[config.mk]
export PLATFORM = sky130hd
export DESIGN_NAME = fetch_unit
export DESIGN_NICKNAME = d
export VERILOG_FILES = /design/src/rtl/fetch_pkg.sv /design/src/rtl/fetch_fifo.sv /design/src/rtl/fetch_unit.sv
export SDC_FILE = /design/constraint.sdc
export NUM_CORES = 1
export LEC_CHECK = 0
export ABC_AREA = 1
export CAP_MARGIN = 30
export CORE_MARGIN = 4
export CORE_UTILIZATION = 50
export DETAILED_ROUTE_END_ITERATION = 10
export PLACE_DENSITY = 0.74
export SYNTH_ARGS = -nofsm -noshare
export SYNTH_HDL_FRONTEND = slang
export SYNTH_SLANG_ARGS = --single-unit
[constraint.sdc]
create_clock -name clk -period 9.64 [get_ports clk]
set_input_delay 1.928 -clock clk [delete_from_list [all_inputs] [get_ports clk]]
set_output_delay 1.928 -clock clk [all_outputs]
set_load 0.01 [all_outputs]
[src/rtl/fetch_pkg.sv]
// fetch_pkg: shared types and constants for the instruction-fetch front end
package fetch_pkg;
    typedef enum logic {FETCH, DRAIN} fetch_state_e;
    typedef struct packed {
        logic [31:0] pc;
        logic [31:0] inst;
    } fetch_entry_t;
    localparam int INST_BYTES = 4;
    localparam logic [31:0] DEFAULT_RESET_PC = 32'h0000_0000;
endpackage

[src/rtl/fetch_fifo.sv]
// fetch_fifo: synchronous FIFO with flush; reads as zero when empty
module fetch_fifo #(
    parameter int DEPTH = 4,
    parameter int WIDTH = 32
) (
    input  logic                     clk,
    input  logic                     rst,
    input  logic                     push,
    input  logic                     pop,
    input  logic                     flush,
    input  logic [WIDTH-1:0]         din,
    output logic [WIDTH-1:0]         dout,
    output logic [$clog2(DEPTH):0]   count,
    output logic                     full,
    output logic                     empty
);
    localparam int AW = $clog2(DEPTH);
    localparam int CW = AW + 1;
    logic [WIDTH-1:0] mem [DEPTH];
    logic [AW-1:0] rd_ptr, wr_ptr;
    logic do_push, do_pop;
    assign empty = count == '0;
    assign full = count == CW'(DEPTH);
    assign do_pop = pop & !empty;
    // a pop frees the slot, so a full queue can still take a push in the same cycle
    assign do_push = push & (!full | do_pop);
    assign dout = empty ? '0 : mem[rd_ptr];
    always_ff @(posedge clk or posedge rst) begin
        if (rst) begin
            rd_ptr <= '0;
            wr_ptr <= '0;
            count <= '0;
        end else if (flush) begin
            rd_ptr <= '0;
            wr_ptr <= '0;
            count <= '0;
        end else begin
            wr_ptr <= do_push ? wr_ptr + AW'(1) : wr_ptr;
            rd_ptr <= do_pop ? rd_ptr + AW'(1) : rd_ptr;
            count <= count + CW'(do_push) - CW'(do_pop);
        end
    end
    always_ff @(posedge clk) begin
        if (do_push && !flush)
            mem[wr_ptr] <= din;
    end
endmodule

[src/rtl/fetch_unit.sv]
// fetch_unit: sequential PC generation, in-order return pairing and redirect handling
module fetch_unit
    import fetch_pkg::*;
#(
    parameter logic [31:0] RESET_PC = DEFAULT_RESET_PC,
    parameter int IQ_DEPTH = 4,
    parameter int MAX_OUTSTANDING = 4
) (
    input  logic        clk,
    input  logic        rst,
    input  logic        if_full,
    input  logic        ins_ready,
    input  logic [31:0] ins_value,
    input  logic        redirect,
    input  logic [31:0] redirect_pc,
    input  logic        dec_ready,
    output logic        new_ins,
    output logic [31:0] pc_addr,
    output logic        inst_valid,
    output logic [31:0] inst_data,
    output logic [31:0] inst_pc
);
    localparam int OW = $clog2(MAX_OUTSTANDING + 1);
    localparam int QW = $clog2(IQ_DEPTH) + 1;
    localparam int PW = $clog2(MAX_OUTSTANDING) + 1;
    fetch_state_e state, state_nxt;
    logic [31:0] fetch_pc, pend_pc;
    logic [OW-1:0] outstanding, discard, out_nxt, disc_nxt;
    logic [QW-1:0] iq_count;
    logic [PW-1:0] pend_count;
    logic issue, ret, keep, pend_empty, pend_full, iq_empty, iq_full, unused_ok;
    fetch_entry_t iq_in, iq_head;
    assign ret = ins_ready & (discard != '0 | !pend_empty);
    assign keep = ins_ready & discard == '0 & !pend_empty & !redirect;
    assign iq_in = '{pc: pend_pc, inst: ins_value};
    assign inst_valid = !iq_empty;
    assign inst_data = iq_head.inst;
    assign inst_pc = iq_head.pc;
    assign unused_ok = ^{pend_count, iq_full};
    always_ff @(posedge clk or posedge rst) begin
        if (rst)
            state <= FETCH;
        else
            state <= state_nxt;
    end
    // a redirect turns every fetch still in flight (and not returning now) into a discard
    always_comb begin
        out_nxt = outstanding + OW'(issue) - OW'(ret);
        disc_nxt = redirect ? out_nxt : discard - OW'(ins_ready & discard != '0);
        state_nxt = disc_nxt != '0 ? DRAIN : FETCH;
    end
    always_comb begin
        issue = state == FETCH & !redirect & !if_full & !pend_full
              & outstanding < OW'(MAX_OUTSTANDING)
              & (32'(iq_count) + 32'(outstanding) < 32'(IQ_DEPTH));
    end
    always_ff @(posedge clk or posedge rst) begin
        if (rst) begin
            fetch_pc <= RESET_PC;
            new_ins <= 1'b0;
            pc_addr <= RESET_PC;
            outstanding <= '0;
            discard <= '0;
        end else begin
            fetch_pc <= redirect ? {redirect_pc[31:2], 2'b00}
                      : issue ? fetch_pc + 32'(INST_BYTES) : fetch_pc;
            new_ins <= issue;
            pc_addr <= issue ? fetch_pc : pc_addr;
            outstanding <= out_nxt;
            discard <= disc_nxt;
        end
    end
    fetch_fifo #(.DEPTH(MAX_OUTSTANDING), .WIDTH(32)) u_pend (
        .clk(clk), .rst(rst),
        .push(issue), .pop(ins_ready & discard == '0), .flush(redirect),
        .din(fetch_pc), .dout(pend_pc),
        .count(pend_count), .full(pend_full), .empty(pend_empty)
    );
    fetch_fifo #(.DEPTH(IQ_DEPTH), .WIDTH($bits(fetch_entry_t))) u_iq (
        .clk(clk), .rst(rst),
        .push(keep), .pop(inst_valid & dec_ready), .flush(redirect),
        .din(iq_in), .dout(iq_head),
        .count(iq_count), .full(iq_full), .empty(iq_empty)
    );
endmodule

==> results.rst <==
.. list-table::
   :header-rows: 1

   * - Metric
     - Value
   * - Crit path kind
     - register to output pin
   * - Synthesized-area fraction occupied by xor and xnor cells
     - 0.184%
   * - Height of the die
     - 203 um
   * - Setup Total Neg Slack
     - 0 ns
   * - Count of standard-cell rows
     - 71
   * - Final-layout fill cell count
     - 3,028
   * - DRC marker count from the first detailed-route iteration
     - 854
   * - Result of the run
     - finished clean
   * - Final instance count without filler cells
     - 2,431
   * - Largest buffer count on any clock path
     - 3
   * - Clk network pwr share
     - 31.3%
   * - Kind of launch point of the worst setup path
     - register
   * - FF+latch count, synth
     - 454
   * - Drt pass-1 iters
     - 5
   * - Area of the placeable core
     - 37,700 um^2
   * - Worst Hold Depth
     - 2
   * - Global-route usage over all layers
     - 19.9%
   * - Maximum fanout along the worst path
     - 78
   * - Width of the chip
     - 203 um
   * - Worst setup slack for register-to-register paths
     - 6.73 ns
   * - Detailed Route WL
     - 41.7 mm
   * - Clock latency at the later pin of the worst-skew pair
     - 0.54 ns
   * - Number of placed instances, taps included
     - 2,347
   * - F_max
     - 177 MHz
   * - Final global-route overflow total
     - 0
   * - Arrival time of data at the critical path endpoint
     - 3.73 ns
   * - Hold buffer count at cts
     - 0
   * - Antenna Violating Nets Remaining
     - 0
   * - Least-Margin Pin Slew
     - 0.980 ns
   * - Number of resized instances in the post-cts repair step
     - 0
   * - Growth of design area from synthesis to finish
     - 18.6%
   * - Critical Path End Type
     - output pin
   * - Slew headroom
     - 34.6%
   * - Worst hold endpoint
     - pc_addr[7]$_DFFE_PP0P_
   * - Adder-Cell Fraction of Synth Area
     - 1.56%
   * - Placed wire-length estimate
     - 24.3 mm
   * - Worst reg2reg path endpoint
     - state$_DFF_PP0_
   * - Worst endpoint required time
     - 7.71 ns
   * - Syn avg cell area
     - 11.0 um^2
   * - Initial antenna violation count
     - 1
   * - Unrepaired setup endpoints after global routing
     - no
   * - Drt via density
     - 5.31
   * - Maximum number of pins on one net before global-route repair
     - 93
   * - Main combinational cell family by area after synthesis
     - simple AND/OR/NAND/NOR gates
   * - Final Cell Area
     - 22,600 um^2
   * - Worst setup path startpoint
     - u_iq.rd_ptr[0]$_DFFE_PP0P_
   * - Count of max-cap constraint violations
     - 0
   * - Total CTS buffers
     - 46
   * - Seq/Total Area, Yosys
     - 69.4%
   * - WL/cell
     - 17.2 um
   * - Placed instance area
     - 21,100 um^2
   * - Sink count of the clock tree
     - 454
   * - Count of unique library cells instantiated by Yosys
     - 31
   * - Portion of total power attributed to combinational logic
     - 25.7%
   * - Fraction of final layout cells with drive strength greater than 1
     - 6.77%
   * - Boundary Pins
     - 168
   * - Synthesized instance count
     - 1,740
   * - Max-slew violation count
     - 0
   * - Type of the worst min-delay path
     - register to register
   * - Synthesis Warnings
     - 0
   * - Post-synth ARST share
     - 18.1%
   * - Number of global-route vias before repair
     - 12,900
   * - Cell count of the worst reg-to-reg path
     - 13
   * - Share of cell area taken by muxes after synthesis
     - 0%
   * - Final setup viols
     - 0
   * - Proportion of power drawn by flip-flops and latches
     - 43.0%
   * - CTS HTree Levels
     - 2
   * - Final number of hold-violating endpoints
     - 0
   * - Wire length of the first global-routing pass
     - 66.2 mm
   * - Total number of vias
     - 12,900
   * - Core occupancy in the finished layout
     - 60.0%
   * - Worst-path clk slew
     - 0.06 ns
   * - Main flop type after synthesis
     - sky130_fd_sc_hd__edfxtp_1
   * - Setup Skew
     - 0.0178 ns
   * - Number of buffers added for setup after CTS
     - 0
   * - Die Outline Area
     - 41,300 um^2
   * - CTS tree
     - yes
   * - Share of synthesized cell area in and, or, nand and nor gates
     - 15.9%
   * - Worst IR drop on VDD
     - 0.181 mV
   * - Cell at the root of the clock tree
     - sky130_fd_sc_hd__clkbuf_16
   * - Synthesized cell area
     - 19,100 um^2
   * - Final #Nets
     - 1,977
   * - Hold path startpoint
     - pc_addr[7]$_DFFE_PP0P_
   * - Compound-Gate Fraction of Synth Area
     - 8.68%
   * - Antenna diode count
     - 0
   * - Post-layout minimum cycle time
     - 5.66 ns
   * - RePlAce Congestion
     - 0.834
   * - Internal cell power
     - 3.87 mW
   * - Number of synthesized flops with an enable pin
     - 372
   * - Share of total power consumed by net switching
     - 29.0%
   * - Number of input and output port buffers inserted
     - 163
   * - Overall power of the completed layout
     - 5.45 mW
   * - Post-route clock period utilization
     - 58.7%
   * - Power Density
     - 241 nW/um^2
   * - Crit Reg-Reg Startpoint
     - outstanding[2]$_DFF_PP0_
   * - NetSw
     - 1.58 mW
   * - DRC Markers
     - 0
   * - Cell leakage power
     - 8.34 nW
   * - Initial Util
     - 50.6%
-- state kept, by name, summed over array words and instances, names as in the netlist, 2 cells and up --
name,flops
fetch_pc,30
discard,3
u_pend.count,3
outstanding,3
u_pend.rd_ptr,2
u_iq.count,3
u_pend.mem,120
pc_addr,30
u_iq.mem,252
u_iq.wr_ptr,2
u_pend.wr_ptr,2
u_iq.rd_ptr,2
-- cell families after synthesis --
family | count (synthesis)
AOI/OAI and AO/OA | 326
xor gates and xnor gates | 4
adders and majority gates | 22
buffers and inverters | 187
DFF | 454
other | 1
and+or+nand+nor | 746
-- synth_stat cells (3+ instances only) --
master | number | share of area (%)
sky130_fd_sc_hd__a21oi_1 | 97 | 2.5
sky130_fd_sc_hd__o21ai_1 | 10 | 0.26
sky130_fd_sc_hd__nand3_1 | 80 | 2.1
sky130_fd_sc_hd__dfrtp_1 | 82 | 11
sky130_fd_sc_hd__ha_1 | 19 | 1.2
sky130_fd_sc_hd__xnor2_1 | 3 | 0.14
sky130_fd_sc_hd__nor2_4 | 7 | 0.41
sky130_fd_sc_hd__edfxtp_1 | 372 | 59
sky130_fd_sc_hd__clkbuf_1 | 37 | 0.73
sky130_fd_sc_hd__o21ai_0 | 213 | 5.6
sky130_fd_sc_hd__nand2_1 | 211 | 4.2
sky130_fd_sc_hd__buf_6 | 8 | 0.47
sky130_fd_sc_hd__inv_1 | 92 | 1.8
sky130_fd_sc_hd__nor2_1 | 423 | 8.3
sky130_fd_sc_hd__inv_2 | 3 | 0.059
sky130_fd_sc_hd__nor3_1 | 4 | 0.11
sky130_fd_sc_hd__buf_2 | 35 | 0.92
sky130_fd_sc_hd__nor2_2 | 5 | 0.16
sky130_fd_sc_hd__nand2_2 | 6 | 0.20
sky130_fd_sc_hd__o21ai_2 | 6 | 0.28
sky130_fd_sc_hd__buf_1 | 7 | 0.14
sky130_fd_sc_hd__fa_1 | 3 | 0.32
sky130_fd_sc_hd__buf_4 | 5 | 0.20
-- power by group through the flow --
stage	Clock, mW	Sequential (mW)	Combinational [mW]
3_3_place_gp	0	2.38	1.39
4_1_cts	1.74	2.34	1.42
3_5_place_dp	0	2.38	1.41
5_1_grt	1.82	2.36	1.55
6_report	1.71	2.34	1.40
2_1_floorplan	0	2.36	0.719
-- routing by layer --
metal,track usage [%],up-vias,share of wire [%]
li1,-,6193,-
met1,27.2,6187,43
met2,33.5,452,48
met3,3.15,68,6.8
met4,5.42,2,2.0
met5,0,-,0.034
-- cells in the final DEF, fill, tap and decap left out, types with 7 or more instances in the layout --
| cell type | netlist | routed |
|---|---|---|
| sky130_fd_sc_hd__nor2_2 | 5 | 7 |
| sky130_fd_sc_hd__clkbuf_16 | 0 | 47 |
| sky130_fd_sc_hd__clkdlybuf4s50_1 | 0 | 163 |
| sky130_fd_sc_hd__buf_4 | 5 | 19 |
| sky130_fd_sc_hd__inv_1 | 92 | 89 |
| sky130_fd_sc_hd__nand3_1 | 80 | 80 |
| sky130_fd_sc_hd__nor2_1 | 423 | 414 |
| sky130_fd_sc_hd__a21oi_1 | 97 | 97 |
| sky130_fd_sc_hd__clkbuf_1 | 37 | 14 |
| sky130_fd_sc_hd__o21ai_0 | 213 | 213 |
| sky130_fd_sc_hd__nor2_4 | 7 | 14 |
| sky130_fd_sc_hd__edfxtp_1 | 372 | 372 |
| sky130_fd_sc_hd__dfrtp_1 | 82 | 80 |
| sky130_fd_sc_hd__clkinv_1 | 0 | 7 |
| sky130_fd_sc_hd__nand2_1 | 211 | 211 |
| sky130_fd_sc_hd__o21ai_1 | 10 | 10 |
| sky130_fd_sc_hd__ha_1 | 19 | 19 |
-- layout make-up --
cell class	instances	area, um^2	share of cell area, %
Sequential cell	454	13200	58.5
Timing Repair Buffer	184	1820	8.06
Multi-Input combinational cell	1104	5090	22.5
Tap cell	511	639	2.83
Clock inverter	16	154	0.681
Inverter	95	358	1.58
Clock buffer	67	1310	5.80
-- worst max-delay path: stages (launching register included) --
cell                              delay, ns
sky130_fd_sc_hd__dfrtp_4               0.65
sky130_fd_sc_hd__inv_2                 0.64
sky130_fd_sc_hd__buf_4                 0.67
sky130_fd_sc_hd__o21ai_0               0.20
sky130_fd_sc_hd__a21oi_1               0.33
sky130_fd_sc_hd__clkdlybuf4s50_1       0.60
-- metrics by stage --
stage	hold WS [ns]	setup WS, ns
after detailed placement	0.472	4.51
after floorplan	0.500	4.06
final	0.488	3.98
after global routing	0.514	3.74
after CTS	0.491	3.94
after global placement	0.469	4.61
-- worst max-delay path by stage --
stage                                    end  slack, ns  depth (start not counted)
floorplan           u_iq.mem[0][0]$_DFFE_PP_       4.06                          5
global placement                 inst_pc[13]       4.61                          5
detailed placement               inst_pc[13]       4.51                          5
CTS                              inst_pc[13]       3.94                          5
global route                     inst_pc[11]       3.74                          5
finish                           inst_pc[13]       3.98                          5
No activity file was read; power rests on OpenSTA's default activity.
